### src/rtl/pid_bus_master_pkg.sv
// Shared definitions for the PID local-bus master: command opcodes,
// FSM state encoding and the per-channel register offsets.
package pid_bus_master_pkg;

    // Command operations carried on cmd_op
    typedef enum logic [1:0] {
        OP_WRITE        = 2'd0,
        OP_READ         = 2'd1,
        OP_WRITE_VERIFY = 2'd2,
        OP_SWEEP_VERIFY = 2'd3
    } op_e;

    // Bus master FSM states
    typedef enum logic [2:0] {
        ST_IDLE   = 3'd0,
        ST_SETUP  = 3'd1,
        ST_STROBE = 3'd2,
        ST_HOLD   = 3'd3,
        ST_RDWAIT = 3'd4,
        ST_SAMPLE = 3'd5,
        ST_NEXT   = 3'd6,
        ST_RESP   = 3'd7
    } state_e;

    // Register offsets inside one PID channel (address bits [1:0])
    localparam logic [1:0] REG_CFG = 2'd0;
    localparam logic [1:0] REG_EW  = 2'd1;
    localparam logic [1:0] REG_PW  = 2'd2;
    localparam logic [1:0] REG_MW  = 2'd3;

    // Compose a local-bus address from a channel number and register offset
    function automatic logic [7:0] bus_addr(input logic [5:0] ch, input logic [1:0] regsel);
        return {ch, regsel};
    endfunction

endpackage

### src/rtl/pid_bus_master_phy.sv
// Local-bus strobe generator. Given the master's FSM state it drives
// Address/DataIn/Read/Write and times the read-wait window.
module pid_bus_phy
    import pid_bus_master_pkg::*;
#(
    parameter int RD_WAIT = 2
) (
    input  logic         i_clk,
    input  logic         i_rst_n,
    input  state_e       i_state,
    input  logic         i_rd_phase,
    input  logic [7:0]   i_addr,
    input  logic [31:0]  i_wdata,
    output logic [7:0]   o_addr,
    output logic [31:0]  o_wdata,
    output logic         o_read,
    output logic         o_write,
    output logic         o_rd_last
);

    // RDWAIT covers the first RD_WAIT-1 Read cycles; SAMPLE is the last one.
    localparam logic [2:0] WAIT_LAST = (RD_WAIT >= 2) ? 3'(RD_WAIT - 2) : 3'd0;

    logic [2:0] r_wcnt;
    logic       w_active;

    // Count cycles spent in RDWAIT; cleared whenever the FSM is elsewhere
    always_ff @(posedge i_clk or negedge i_rst_n) begin
        if (!i_rst_n) begin
            r_wcnt <= 3'd0;
        end else if (i_state == ST_RDWAIT) begin
            r_wcnt <= r_wcnt + 3'd1;
        end else begin
            r_wcnt <= 3'd0;
        end
    end

    // Drive bus outputs from the state; everything is zero outside a bus access
    always_comb begin
        w_active  = (i_state == ST_SETUP)  || (i_state == ST_STROBE) ||
                    (i_state == ST_HOLD)   || (i_state == ST_RDWAIT) ||
                    (i_state == ST_SAMPLE);
        o_addr    = w_active ? i_addr : 8'd0;
        o_wdata   = (w_active && !i_rd_phase) ? i_wdata : 32'd0;
        o_write   = (i_state == ST_STROBE);
        o_read    = (i_state == ST_RDWAIT) || (i_state == ST_SAMPLE);
        o_rd_last = (i_state == ST_RDWAIT) && (r_wcnt == WAIT_LAST);
    end

endmodule

### src/rtl/pid_bus_master.sv
// PID register bus master: accepts write/read/verify/sweep commands,
// sequences local-bus accesses through pid_bus_phy and reports one
// response per command, including the first verify mismatch of a sweep.
module pid_bus_master
    import pid_bus_master_pkg::*;
#(
    parameter int NCH     = 8,
    parameter int RD_WAIT = 2
) (
    input  logic         clk,
    input  logic         rst,
    input  logic         cmd_valid,
    output logic         cmd_ready,
    input  logic [1:0]   cmd_op,
    input  logic [7:0]   cmd_addr,
    input  logic [31:0]  cmd_wdata,
    output logic         rsp_valid,
    output logic [31:0]  rsp_data,
    output logic         rsp_err,
    output logic [5:0]   rsp_ch,
    output logic [7:0]   Address,
    output logic [31:0]  DataIn,
    input  logic [31:0]  DataOut,
    output logic         Read,
    output logic         Write
);

    localparam logic [5:0] LAST_CH = 6'(NCH - 1);

    state_e      r_state;
    state_e      w_next;
    logic        r_rst_s1;
    logic        r_rst_s2;
    op_e         r_op;
    logic [7:0]  r_addr;
    logic [31:0] r_wdata;
    logic [5:0]  r_ch;
    logic        r_rd_phase;
    logic        r_err;
    logic [31:0] r_rsp_data;
    logic [5:0]  r_rsp_ch;

    logic        w_accept;
    logic        w_sweep;
    logic        w_verify;
    logic        w_last_ch;
    logic        w_rd_last;
    logic        w_resp;
    logic [5:0]  w_cur_ch;
    logic [7:0]  w_bus_addr;

    // Two-flop synchroniser so reset release is seen cleanly by the FSM
    always_ff @(posedge clk or negedge rst) begin
        if (!rst) begin
            r_rst_s1 <= 1'b0;
            r_rst_s2 <= 1'b0;
        end else begin
            r_rst_s1 <= 1'b1;
            r_rst_s2 <= r_rst_s1;
        end
    end

    // Decode the latched command and current channel
    always_comb begin
        w_sweep    = (r_op == OP_SWEEP_VERIFY);
        w_verify   = (r_op == OP_WRITE_VERIFY) || (r_op == OP_SWEEP_VERIFY);
        w_last_ch  = (r_ch == LAST_CH);
        w_cur_ch   = w_sweep ? r_ch : r_addr[7:2];
        w_bus_addr = bus_addr(w_cur_ch, r_addr[1:0]);
        w_accept   = (r_state == ST_IDLE) && cmd_valid && r_rst_s2;
        w_resp     = (r_state == ST_RESP);
    end

    // FSM state register
    always_ff @(posedge clk or negedge rst) begin
        if (!rst) begin
            r_state <= ST_IDLE;
        end else begin
            r_state <= w_next;
        end
    end

    // FSM next-state: write leg, then read-back leg for verify ops, looping per channel for sweeps
    always_comb begin
        w_next = r_state;
        case (r_state)
            ST_IDLE:   if (w_accept) w_next = ST_SETUP;
            ST_SETUP: begin
                if (!r_rd_phase)       w_next = ST_STROBE;
                else if (RD_WAIT == 1) w_next = ST_SAMPLE;
                else                   w_next = ST_RDWAIT;
            end
            ST_STROBE: w_next = ST_HOLD;
            ST_HOLD:   w_next = (r_op == OP_WRITE) ? ST_RESP : ST_SETUP;
            ST_RDWAIT: if (w_rd_last) w_next = ST_SAMPLE;
            ST_SAMPLE: w_next = w_sweep ? ST_NEXT : ST_RESP;
            ST_NEXT:   w_next = w_last_ch ? ST_RESP : ST_SETUP;
            ST_RESP:   w_next = ST_IDLE;
            default:   w_next = ST_IDLE;
        endcase
    end

    // FSM outputs: handshake and response, held at zero outside the response cycle
    always_comb begin
        cmd_ready = (r_state == ST_IDLE) && (r_rst_s2 || !rst);
        rsp_valid = w_resp;
        rsp_data  = w_resp ? r_rsp_data : 32'd0;
        rsp_err   = w_resp && r_err;
        rsp_ch    = w_resp ? r_rsp_ch : 6'd0;
    end

    // Command latch, sweep channel counter and first-mismatch capture
    always_ff @(posedge clk or negedge rst) begin
        if (!rst) begin
            r_op       <= OP_WRITE;
            r_addr     <= 8'd0;
            r_wdata    <= 32'd0;
            r_ch       <= 6'd0;
            r_rd_phase <= 1'b0;
            r_err      <= 1'b0;
            r_rsp_data <= 32'd0;
            r_rsp_ch   <= 6'd0;
        end else begin
            if (w_accept) begin
                r_op       <= op_e'(cmd_op);
                r_addr     <= cmd_addr;
                r_wdata    <= cmd_wdata;
                r_ch       <= 6'd0;
                r_rd_phase <= (op_e'(cmd_op) == OP_READ);
                r_err      <= 1'b0;
                r_rsp_data <= cmd_wdata;
                r_rsp_ch   <= (op_e'(cmd_op) == OP_SWEEP_VERIFY) ? 6'd0 : cmd_addr[7:2];
            end
            if (r_state == ST_HOLD && r_op != OP_WRITE) begin
                r_rd_phase <= 1'b1;
            end
            // Once a mismatch is recorded, later readbacks leave the report untouched
            if (r_state == ST_SAMPLE && !r_err) begin
                r_rsp_data <= DataOut;
                r_rsp_ch   <= w_cur_ch;
                if (w_verify && (DataOut != r_wdata)) begin
                    r_err <= 1'b1;
                end
            end
            if (r_state == ST_NEXT && !w_last_ch) begin
                r_ch       <= r_ch + 6'd1;
                r_rd_phase <= 1'b0;
            end
        end
    end

    pid_bus_phy #(
        .RD_WAIT (RD_WAIT)
    ) u_phy (
        .i_clk      (clk),
        .i_rst_n    (rst),
        .i_state    (r_state),
        .i_rd_phase (r_rd_phase),
        .i_addr     (w_bus_addr),
        .i_wdata    (r_wdata),
        .o_addr     (Address),
        .o_wdata    (DataIn),
        .o_read     (Read),
        .o_write    (Write),
        .o_rd_last  (w_rd_last)
    );

endmodule

### config.mk
export PLATFORM = sky130hd
export DESIGN_NAME = pid_bus_master
export DESIGN_NICKNAME = d
export VERILOG_FILES = /design/src/rtl/pid_bus_master_pkg.sv /design/src/rtl/pid_bus_master_phy.sv /design/src/rtl/pid_bus_master.sv
export SDC_FILE = /design/constraint.sdc
export NUM_CORES = 1
export LEC_CHECK = 0
export BUFFER_PORTS_ARGS = -buffer_cell sky130_fd_sc_hd__buf_2
export CELL_PAD_IN_SITES_DETAIL_PLACEMENT = 0
export CELL_PAD_IN_SITES_GLOBAL_PLACEMENT = 1
export CORE_MARGIN = 5
export CORE_UTILIZATION = 35
export CTS_BUF_LIST = sky130_fd_sc_hd__clkbuf_8
export CTS_CLUSTER_DIAMETER = 30
export DETAILED_ROUTE_END_ITERATION = 16
export PLACE_DENSITY_LB_ADDON = 0.12
export SLEW_MARGIN = 40
export SYNTH_ARGS = -nofsm -noshare
export SYNTH_HDL_FRONTEND = slang
export SYNTH_SLANG_ARGS = --single-unit
### constraint.sdc
create_clock -name clk -period 1.55 [get_ports clk]
set_input_delay 0.31 -clock clk [delete_from_list [all_inputs] [get_ports clk]]
set_output_delay 0.31 -clock clk [all_outputs]
set_load 0.05 [all_outputs]
==> flow_summary.yaml <==
outcome:
  status: "finished, violations left"
  violations: "setup timing"
final_layout:
  antenna_cells: 0
  final_cells: 977
  area_delta_synth_final_pct: 66.3
  drive_above_1_share: 0.546
  layout_common_cells: "nand2_1 (136), dfrtp_1 (94), buf_2 (83), buf_6 (68), and2_4 (56)"
  final_cell_area_um2: 8310
  final_common_cell: "nand2_1"
  utilization: 0.596
  fin_nets: 872
place:
  dpl.cell_count: 930
  placed_cell_area_um2: 6610
  hpwl_um: 11600
  place.gp.congestion: 0.796
  io_buffers: 159
synthesis:
  synth.avg_cell_area_um2: 8.76
  synthSimpleGateAreaFrac: 0.306
  synth-edff-count: 0
  synth-main-ff-cell: "dfrtp_1"
  synthCells: 570
  yosysWarnings: 0
  async_flop_share: 1.00
  ys_seq_elements: 96
  synthAdderAreaFrac: 0.00752
  synth_top_family_by_area: "simple AND/OR/NAND/NOR gates"
  synthXorXnorAreaFrac: 0.0614
  syn_area_um2: 4990
  synth_cell_types: 39
  synthMuxAreaShare: 0.0120
  synth_compound_area_frac: 0.0884
  syn-num-nets: 650
  synth_seq_area_share: 0.481
clocking:
  clk_pin_slew_worst_paths_ns: 0.09
  clock_path_buffers: 2
  cts_sinks: 96
  cts-htree-levels: 3
  root_buffer: "clkbuf_8"
  clock_latency_ns: 0.38
  cts_made_buffers: 9
  tritoncts: "done"
route:
  routed_via_density: 4.89
  drt_wl_total_um: 17200
  final_antenna_net_count: 0
  wl_per_cell_um: 17.7
  drt_iter0_drc: 233
  drc: 0
  dr.pass1.iters: 4
  vias: 4781
flow_run:
  maxCapViolations: 0
floorplanning:
  boundaryPins: 160
  core_area_um2: 13900
  start_util: 0.358
  die_h_um: 129
  die_w_um: 129
  rows: 43
  die_area_um2: 16800
worst_setup_path:
  start_kind: "flop"
  crit_type: "flop to output port"
  endpoint_kind: "output port"
  crit_arrival_ns: 1.83
  cp.required_ns: 1.24
  cp_max_fo: 13
global_route:
  grt_pass1_wl_um: 24500
  grt_max_degree: 97
  grtUsageTotal: 0.188
  antenna_found_initial: 1
  grt_pass1_vias: 4715
  overflow: 0
timing:
  min_period_ns: 2.14
  setup_slack_ns: -0.591
  finalHoldViolCount: 0
  worstMarginPinSlew_ns: 0.537
  finalSetupViolCount: 168
  rsz0062_at_grt: "yes"
  worst_hold_slack_ns: 0.00251
  post-route-period-util: 1.38
  max-slew-margin-rel: 0.642
  skew_ns: 0.0122
  clock.fmax_ghz: 0.467
  drv_slew: 0
hold_path:
  min_path_type: "primary input to asynchronous set/reset pin"
pwr:
  ir_worst_vdd_v: 0.00117
  fin_total_pwr_mw: 16.9
  power-per-cell-area_nw_per_um2: 2040
  leakage_nw: 4.17
==> metal layers <==
layer,GRT usage,vias up,share of wire
met3,0.0305,28,0.055
met4,0.0685,2,0.019
met2,0.324,134,0.51
met1,0.238,2319,0.42
met5,0,-,0.00093
li1,-,2298,-
==> critical path, cell delays in order, from the launching register on <==
cell and delay, ns:
dfrtp_2 0.45, nor3_4 0.20, a21o_1 0.17, nor2_4 0.05
buf_12 0.13, buf_12 0.14, and2_4 0.16, buf_8 0.14
==> logic make-up (layout without fill, tap and decap cells) <==
family,count (synthesis),after routing
simple gates,325,325
flops,96,96
compound gates,64,64
buf+inv,40,267
xor+xnor,35,35
mux,6,6
fa+ha+maj,3,3
other cells,1,1
==> synthesized netlist by cell type (3+ instances only) <==
library cell / instances / share of area
nand2_1: 193 / 0.15
dfrtp_1: 96 / 0.48
and2_1: 72 / 0.090
xnor2_1: 33 / 0.058
a22oi_1: 30 / 0.045
nor2_1: 15 / 0.011
and3_1: 11 / 0.014
nand3_1: 11 / 0.011
clkbuf_1: 10 / 0.0075
buf_2: 9 / 0.0090
o21ai_0: 9 / 0.0090
a21oi_1: 8 / 0.0080
inv_1: 8 / 0.0060
nand4_1: 8 / 0.010
buf_4: 7 / 0.011
a211oi_1: 6 / 0.0090
mux2i_1: 6 / 0.012
buf_6: 3 / 0.0068
clkbuf_2: 3 / 0.0030
ha_1: 3 / 0.0075
nor2b_1: 3 / 0.0038
nor3b_1: 3 / 0.0045
o21ai_1: 3 / 0.0030
==> through the flow <==
| step | setup TNS, ns | worst slack [ns] |
|---|---|---|
| floorplan | -5.94 | -0.132 |
| global placement | -14.28 | -0.222 |
| detailed placement | -19.90 | -0.278 |
| CTS | -48.67 | -0.598 |
| global route | -71.68 | -0.659 |
| finish | -59.40 | -0.591 |
==> path summary, 6_finish.rpt <==
| check | start | to | slack, ns | depth (start not counted) |
|---|---|---|---|---|
| max in group asynchronous | rst | r_state[1]$_DFFE_PN0P_ | 1.14 | 2 |
| setup reg to reg | r_state[2]$_DFFE_PN0P_ | r_rsp_data[14]$_DFFE_PN0P_ | -0.34 | 10 |
| hold reg to reg | r_rst_s1$_DFF_PN0_ | r_rst_s2$_DFF_PN0_ | 0.36 | 0 |
| setup / recovery | r_state[2]$_DFFE_PN0P_ | DataIn[28] | -0.59 | 7 |
| hold / removal | rst | r_ch[1]$_DFFE_PN0P_ | 0.003 | 2 |
| min in group clk | cmd_wdata[1] | r_wdata[1]$_DFFE_PN0P_ | 0.14 | 3 |
==> power breakdown <==
part	internal, mW	total (mW)	switching [mW]
Clock	0.829	1.74	0.912
Combinational	4.81	10.6	5.79
Sequential	3.65	4.56	0.907
Total	9.29	16.9	7.61
==> timing repair <==
item	CTS	global route
pin swaps	12	66
gates resized for setup	131	169
hold buffers	0	0
hold endpoints to repair	0	0
cloned	1	15
endpoints found under the setup margin	163	171
buffers inserted	8	10
==> state kept, by name, indices dropped and copies added, names as in the netlist, 2 cells and up <==
register and flops:
r_state 3, r_op 2, r_ch 6, r_rsp_ch 6, r_wdata 32, u_phy.r_wcnt 3, r_rsp_data 32, r_addr 8
==> layout make-up <==
| cell class | instances | area (um^2) |
|---|---|---|
| Multi-Input combinational cell | 434 | 2980 |
| Clock buffer | 11 | 151 |
| Clock inverter | 5 | 56.3 |
| Fill cell | 1236 | 5630 |
| Inverter | 8 | 30.0 |
| Sequential cell | 96 | 2400 |
| Timing Repair Buffer | 243 | 2460 |
| Tap cell | 180 | 225 |
Power figures use the tool's default switching activity.
